### config.mk
export PLATFORM = sky130hd
export DESIGN_NAME = mcu_spi_responder
export DESIGN_NICKNAME = d
export VERILOG_FILES = /design/src/rtl/mcu_spi_responder.sv
export SDC_FILE = /design/constraint.sdc
export NUM_CORES = 1
export LEC_CHECK = 0
export CAP_MARGIN = 15
export CORE_UTILIZATION = 40
export DETAILED_ROUTE_END_ITERATION = 7
export GPL_TIMING_DRIVEN = 0
export PLACE_DENSITY = 0.6
export SETUP_SLACK_MARGIN = 0.02
export SKIP_LAST_GASP = 1
export SYNTH_ARGS = -nofsm -noshare
export SYNTH_HDL_FRONTEND = slang
export SYNTH_SLANG_ARGS = --single-unit
### constraint.sdc
create_clock -name clk -period 6 [get_ports clk]
set_clock_uncertainty 0.15 [all_clocks]
set_input_delay 0.9 -clock clk [delete_from_list [all_inputs] [get_ports clk]]
set_output_delay 0.9 -clock clk [all_outputs]
set_load 0.005 [all_outputs]
### src/rtl/mcu_spi_responder.sv
// SPI mode-0 responder: oversampled MCU frame -> single core-bus write, four-phase req/ack.
// Define MCU_SPI_CRC_EN to require a trailing CRC-8 byte over cmd+data.
module mcu_spi_responder #(
    parameter int          DATA_BYTES  = 4,
    parameter int          SYNC_STAGES = 2,
    parameter logic [31:0] ADDR_BASE   = 32'h0500_0000
) (
    input  logic                    clk,
    input  logic                    rst,
    input  logic                    spi_sclk,
    input  logic                    spi_cs_n,
    input  logic                    spi_mosi,
    input  logic                    mcu_req,
    output logic                    mcu_ack,
    output logic                    wr_valid,
    output logic [31:0]             wr_addr,
    output logic [8*DATA_BYTES-1:0] wr_data,
    input  logic                    wr_ready,
    output logic                    frame_err,
    output logic [7:0]              err_count
);
`ifdef MCU_SPI_CRC_EN
    localparam int CRC_BYTES = 1;
`else
    localparam int CRC_BYTES = 0;
`endif
    localparam int NB  = DATA_BYTES + 1 + CRC_BYTES;
    localparam int SW  = 8 * NB;
    localparam int DW  = 8 * DATA_BYTES;
    localparam int BCW = $clog2(NB + 1);

    typedef enum logic [2:0] {IDLE, ARMED, SHIFT, COMMIT, DONE} state_t;

    // sync lanes: [3]=req [2]=mosi [1]=cs_n [0]=sclk
    logic [3:0] sync_q [SYNC_STAGES];
    logic [3:0] in_s;
    logic       sclk_last_q, cs_last_q;
    logic       sclk_rise_q, cs_fall_q, cs_rise_q, mosi_q;

    assign in_s = sync_q[SYNC_STAGES-1];

    always_ff @(posedge clk or posedge rst) begin
        if (rst) begin
            for (int i = 0; i < SYNC_STAGES; i++) sync_q[i] <= 4'b0000;
            sclk_last_q <= 1'b0;
            cs_last_q   <= 1'b0;
            sclk_rise_q <= 1'b0;
            cs_fall_q   <= 1'b0;
            cs_rise_q   <= 1'b0;
            mosi_q      <= 1'b0;
        end else begin
            sync_q[0] <= {mcu_req, spi_mosi, spi_cs_n, spi_sclk};
            for (int i = 1; i < SYNC_STAGES; i++) sync_q[i] <= sync_q[i-1];
            sclk_last_q <= in_s[0];
            cs_last_q   <= in_s[1];
            sclk_rise_q <= in_s[0] & ~sclk_last_q;
            cs_fall_q   <= ~in_s[1] & cs_last_q;
            cs_rise_q   <= in_s[1] & ~cs_last_q;
            mosi_q      <= in_s[2];
        end
    end

    state_t         state_q;
    logic [2:0]     bit_cnt_q;
    logic [BCW-1:0] byte_cnt_q;
    logic [SW-1:0]  shift_q;
    logic [7:0]     cmd;
    logic           frame_ok;
    logic           req_s;

    assign req_s = in_s[3];
    assign cmd   = shift_q[SW-1 -: 8];

`ifdef MCU_SPI_CRC_EN
    logic [7:0] crc_q;
    logic [7:0] crc_d;
    assign crc_d = {crc_q[6:0], 1'b0} ^ ({8{crc_q[7] ^ mosi_q}} & 8'h07);
`endif

    always_comb begin
        frame_ok = (byte_cnt_q == BCW'(NB)) && cmd[7];
`ifdef MCU_SPI_CRC_EN
        frame_ok = frame_ok && (crc_q == shift_q[7:0]);
`endif
    end

    always_ff @(posedge clk or posedge rst) begin
        if (rst) begin
            state_q    <= IDLE;
            bit_cnt_q  <= '0;
            byte_cnt_q <= '0;
            shift_q    <= '0;
            mcu_ack    <= 1'b0;
            wr_valid   <= 1'b0;
            wr_addr    <= '0;
            wr_data    <= '0;
            frame_err  <= 1'b0;
            err_count  <= '0;
`ifdef MCU_SPI_CRC_EN
            crc_q      <= '0;
`endif
        end else begin
            frame_err <= 1'b0;
            case (state_q)
                IDLE: begin
                    if (req_s) begin
                        state_q <= ARMED;
                        mcu_ack <= 1'b1;
                    end
                end
                ARMED: begin
                    if (!req_s) begin
                        state_q <= IDLE;
                        mcu_ack <= 1'b0;
                    end else if (cs_fall_q) begin
                        state_q    <= SHIFT;
                        bit_cnt_q  <= '0;
                        byte_cnt_q <= '0;
                        shift_q    <= '0;
`ifdef MCU_SPI_CRC_EN
                        crc_q      <= '0;
`endif
                    end
                end
                SHIFT: begin
                    // cs_n rise takes priority over a coincident sclk rise
                    if (cs_rise_q) begin
                        if (frame_ok) begin
                            state_q  <= COMMIT;
                            wr_valid <= 1'b1;
                            wr_addr  <= ADDR_BASE + {23'b0, cmd[6:0], 2'b00};
                            wr_data  <= shift_q[SW-9 -: DW];
                        end else begin
                            state_q   <= ARMED;
                            frame_err <= 1'b1;
                            if (err_count != 8'hFF) err_count <= err_count + 8'd1;
                        end
                    end else if (sclk_rise_q && byte_cnt_q != BCW'(NB)) begin
                        shift_q   <= {shift_q[SW-2:0], mosi_q};
                        bit_cnt_q <= bit_cnt_q + 3'd1;
                        if (bit_cnt_q == 3'd7) byte_cnt_q <= byte_cnt_q + 1'b1;
`ifdef MCU_SPI_CRC_EN
                        if (byte_cnt_q < BCW'(NB - 1)) crc_q <= crc_d;
`endif
                    end
                end
                COMMIT: begin
                    if (wr_ready) begin
                        state_q  <= DONE;
                        wr_valid <= 1'b0;
                        mcu_ack  <= 1'b0;
                    end
                end
                DONE: begin
                    if (!req_s) state_q <= IDLE;
                end
                default: begin
                    state_q  <= IDLE;
                    mcu_ack  <= 1'b0;
                    wr_valid <= 1'b0;
                end
            endcase
        end
    end

endmodule

==> run metrics <==
first-pass GRT wire length=15.5 mm; die area=12500 µm²; WL/cell=13.4 µm; vias=3226; CTS Hold Bufs=0; violated checks=DRC; CTS tree=yes; Reg2Reg Capture Point=wr_addr[8]; Synth warnings=0; worst path required time=4.95 ns; Clock Power Share=0.480; Layout area overhead=32.0%; clk slew on worst S/H paths=0.06 ns; DR vias/cell=4.73; gp weighted congestion=0.751; Die W=112 µm; Worst R2R Path Depth=5; Comb pwr share=0.172; antenna-violating nets left=0; maximum vdd drop=0.230 mV; Synth Register Bits=114; met1 WL=4.15 mm; FFs w/ async S/R, synth=1.00; Max FO, Critical Path=3; wire length on met3=439 µm; Int Pwr=1.78 mW; Max Cap Viol=0; HP Class=reg -> reg; ANT cells=0; Tot GR Track Use=0.158; post-detail-place hpwl=6.04 mm; Seq/Total Area, Yosys=0.590; simple-gate share of the synthesized area=0.0999; Yosys cell types=40; Cell Area, Synth=4830 µm²; sw frac=0.251; Worst Setup SP=wr_addr[24]; number of global-route vias before repair=3293; Max Freq=0.416 GHz; Overflow after GRT=0; mux cell area share after synthesis=0.128; EDFF count, synth=0; port bufs=58; # rows=39; Top Layer Used=met4; CP startpoint kind=flip-flop; Arr. time, crit path=1.35 ns; DR iter-0 viols=77; # DRC=6; largest net degree at the start of global routing=61; CTS H-Tree Depth=4; commonest non-fill, non-tap cell in the layout=dfrtp_1; Critical Path End=wr_addr[26]; DRT Wirelength=9.11 mm; P_leak=3.09 nW; die height=112 µm; Critical R2R Launch=byte_cnt_q[0]; XOR/XNOR share of the synthesized area=0.0127; final hold violations=0; final period utilization=0.400; worst-case clock buffer depth=2; Worst Setup End Kind=output pin; main combinational cell family by area after synthesis=multiplexers; Post-Synthesis Cells=426; post-CTS setup buffers=0; # setup viols final=0; run status=finished with violations; Flop pwr share=0.348; switching power=595 µW; Slew @ Worst Pin=0.518 ns; r2r setup slk=3.91 ns; root buffer cell=clkbuf_16; post-synthesis compound-gate area fraction=0.0660; drt first pass iters=6; post_cts resized=0; setup_tns=0 ns; kind of critical path=reg -> out; fillers=1013; Final Util=0.550; I/O pins=82; RSZ-0062 raised after global routing=false; core area=11600 µm²; Num CTS Buffers=17; Max-slew headroom=0.655; layout cell share with drive strength beyond 1=0.176; initial antenna violation count=0; min Tclk post-route=2.40 ns; met2 routed WL=4.42 mm; Clock Latency Late Sink=0.40 ns; starting density of the core=0.416; PD cells=372 nW/µm²; Post-synth top flop=dfrtp_1; post-synthesis adder-cell area fraction=0.0129; commonest cells after routing, fill and taps aside=114 x dfrtp_1, 68 x nand2_1, 58 x clkdlybuf4s50_1; syn_area_per_cell=11.3 µm²; Final nets=538; CTS Sinks=114; Pins Over Slew Limit=0
kinds of logic (layout without fill, tap and decap cells):
logic type / count (synthesis) / after routing
adders and majority gates: 5 / 5
AOI/OAI and AO/OA: 50 / 50
other: 1 / 23
xor gates and xnor gates: 7 / 7
buffers and inverters: 82 / 173
and+or+nand+nor: 111 / 111
muxes: 56 / 56
DFF: 114 / 114
how the worst min path moves through the flow:
stage	start	to	slack, ns	cells after the start
3_5_place_dp	sync_q[5]	in_s[1]	0.19	0
5_1_grt	sync_q[5]	in_s[1]	0.20	0
3_3_place_gp	in_s[2]	mosi_q	0.18	0
6_report	sync_q[5]	in_s[1]	0.20	0
4_1_cts	sync_q[6]	in_s[2]	0.20	0
2_1_floorplan	sync_q[4]	in_s[0]	0.18	0
synthesized netlist by cell type, types with 2 or more instances:
library cell | n | area [µm²]
nor3b_1 | 2 | 15.0
ha_1 | 5 | 62.6
xor2_1 | 5 | 43.8
mux2_4 | 8 | 120
nand2_1 | 68 | 255
buf_4 | 28 | 210
xnor2_1 | 2 | 17.5
clkbuf_1 | 10 | 37.5
nor2b_2 | 2 | 17.5
a21o_1 | 3 | 22.5
and3_1 | 2 | 12.5
nand3_1 | 5 | 25.0
nor2b_1 | 4 | 25.0
inv_1 | 39 | 146
o21ai_0 | 32 | 160
buf_6 | 2 | 22.5
dfrtp_1 | 114 | 2850
nand2b_1 | 3 | 18.8
nor2_1 | 16 | 60.1
nor3_1 | 5 | 25.0
mux2i_1 | 32 | 320
a21oi_1 | 3 | 15.0
buf_2 | 3 | 15.0
mux2_2 | 16 | 180
o32ai_1 | 2 | 17.5
cell type report:
type	instances	area, µm²	share of cell area
Sequential cell	114	2850	0.447
Multi-Input combinational cell	252	1630	0.256
Timing Repair Buffer	59	608	0.0953
Clock buffer	19	443	0.0694
Buffer	43	285	0.0447
Clock inverter	13	231	0.0363
Tap cell	143	179	0.0280
Inverter	39	151	0.0237
registers in the layout (all words and copies together), names as in the netlist, 3 cells and up:
signal	count
err_count	8
state_q	3
bit_cnt_q	3
wr_data	32
wr_addr	8
shift_q	40
byte_cnt_q	3
in_s	4
sync_q	4
metrics by stage:
| step | power (mW) | setup WS (ns) | std cells | cell area (µm²) | hold slack, ns |
|---|---|---|---|---|---|
| global placement | 1.24 | 0.259 | 649 | 5680 | 0.182 |
| detailed placement | 1.25 | 3.69 | 650 | 5710 | 0.187 |
| CTS | 2.40 | 3.57 | 682 | 6380 | 0.200 |
| finish | 2.37 | 3.60 | 682 | 6380 | 0.197 |
| floorplan | 1.15 | 1.93 | 448 | 4920 | 0.181 |
| global route | 2.47 | 3.54 | 682 | 6380 | 0.203 |
power groups by stage:
stage | combinational, mW | clock (mW) | sequential (mW)
finish | 0.409 | 1.14 | 0.826
CTS | 0.413 | 1.16 | 0.826
detailed placement | 0.411 | 0 | 0.839
global route | 0.441 | 1.20 | 0.830
global placement | 0.402 | 0 | 0.838
floorplan | 0.319 | 0 | 0.835
worst max-delay path: stages, from the launching register on:
cell,delay [ns]
dfrtp_1,0.36
buf_4,0.11
clkdlybuf4s50_1,0.49
metal layers:
metal  track usage  up-vias
met4        0.0542        0
met5             0        -
met1         0.196     1591
met3        0.0544       12
met2         0.259       80
li1              -     1543
Power figures use the tool's default switching activity.
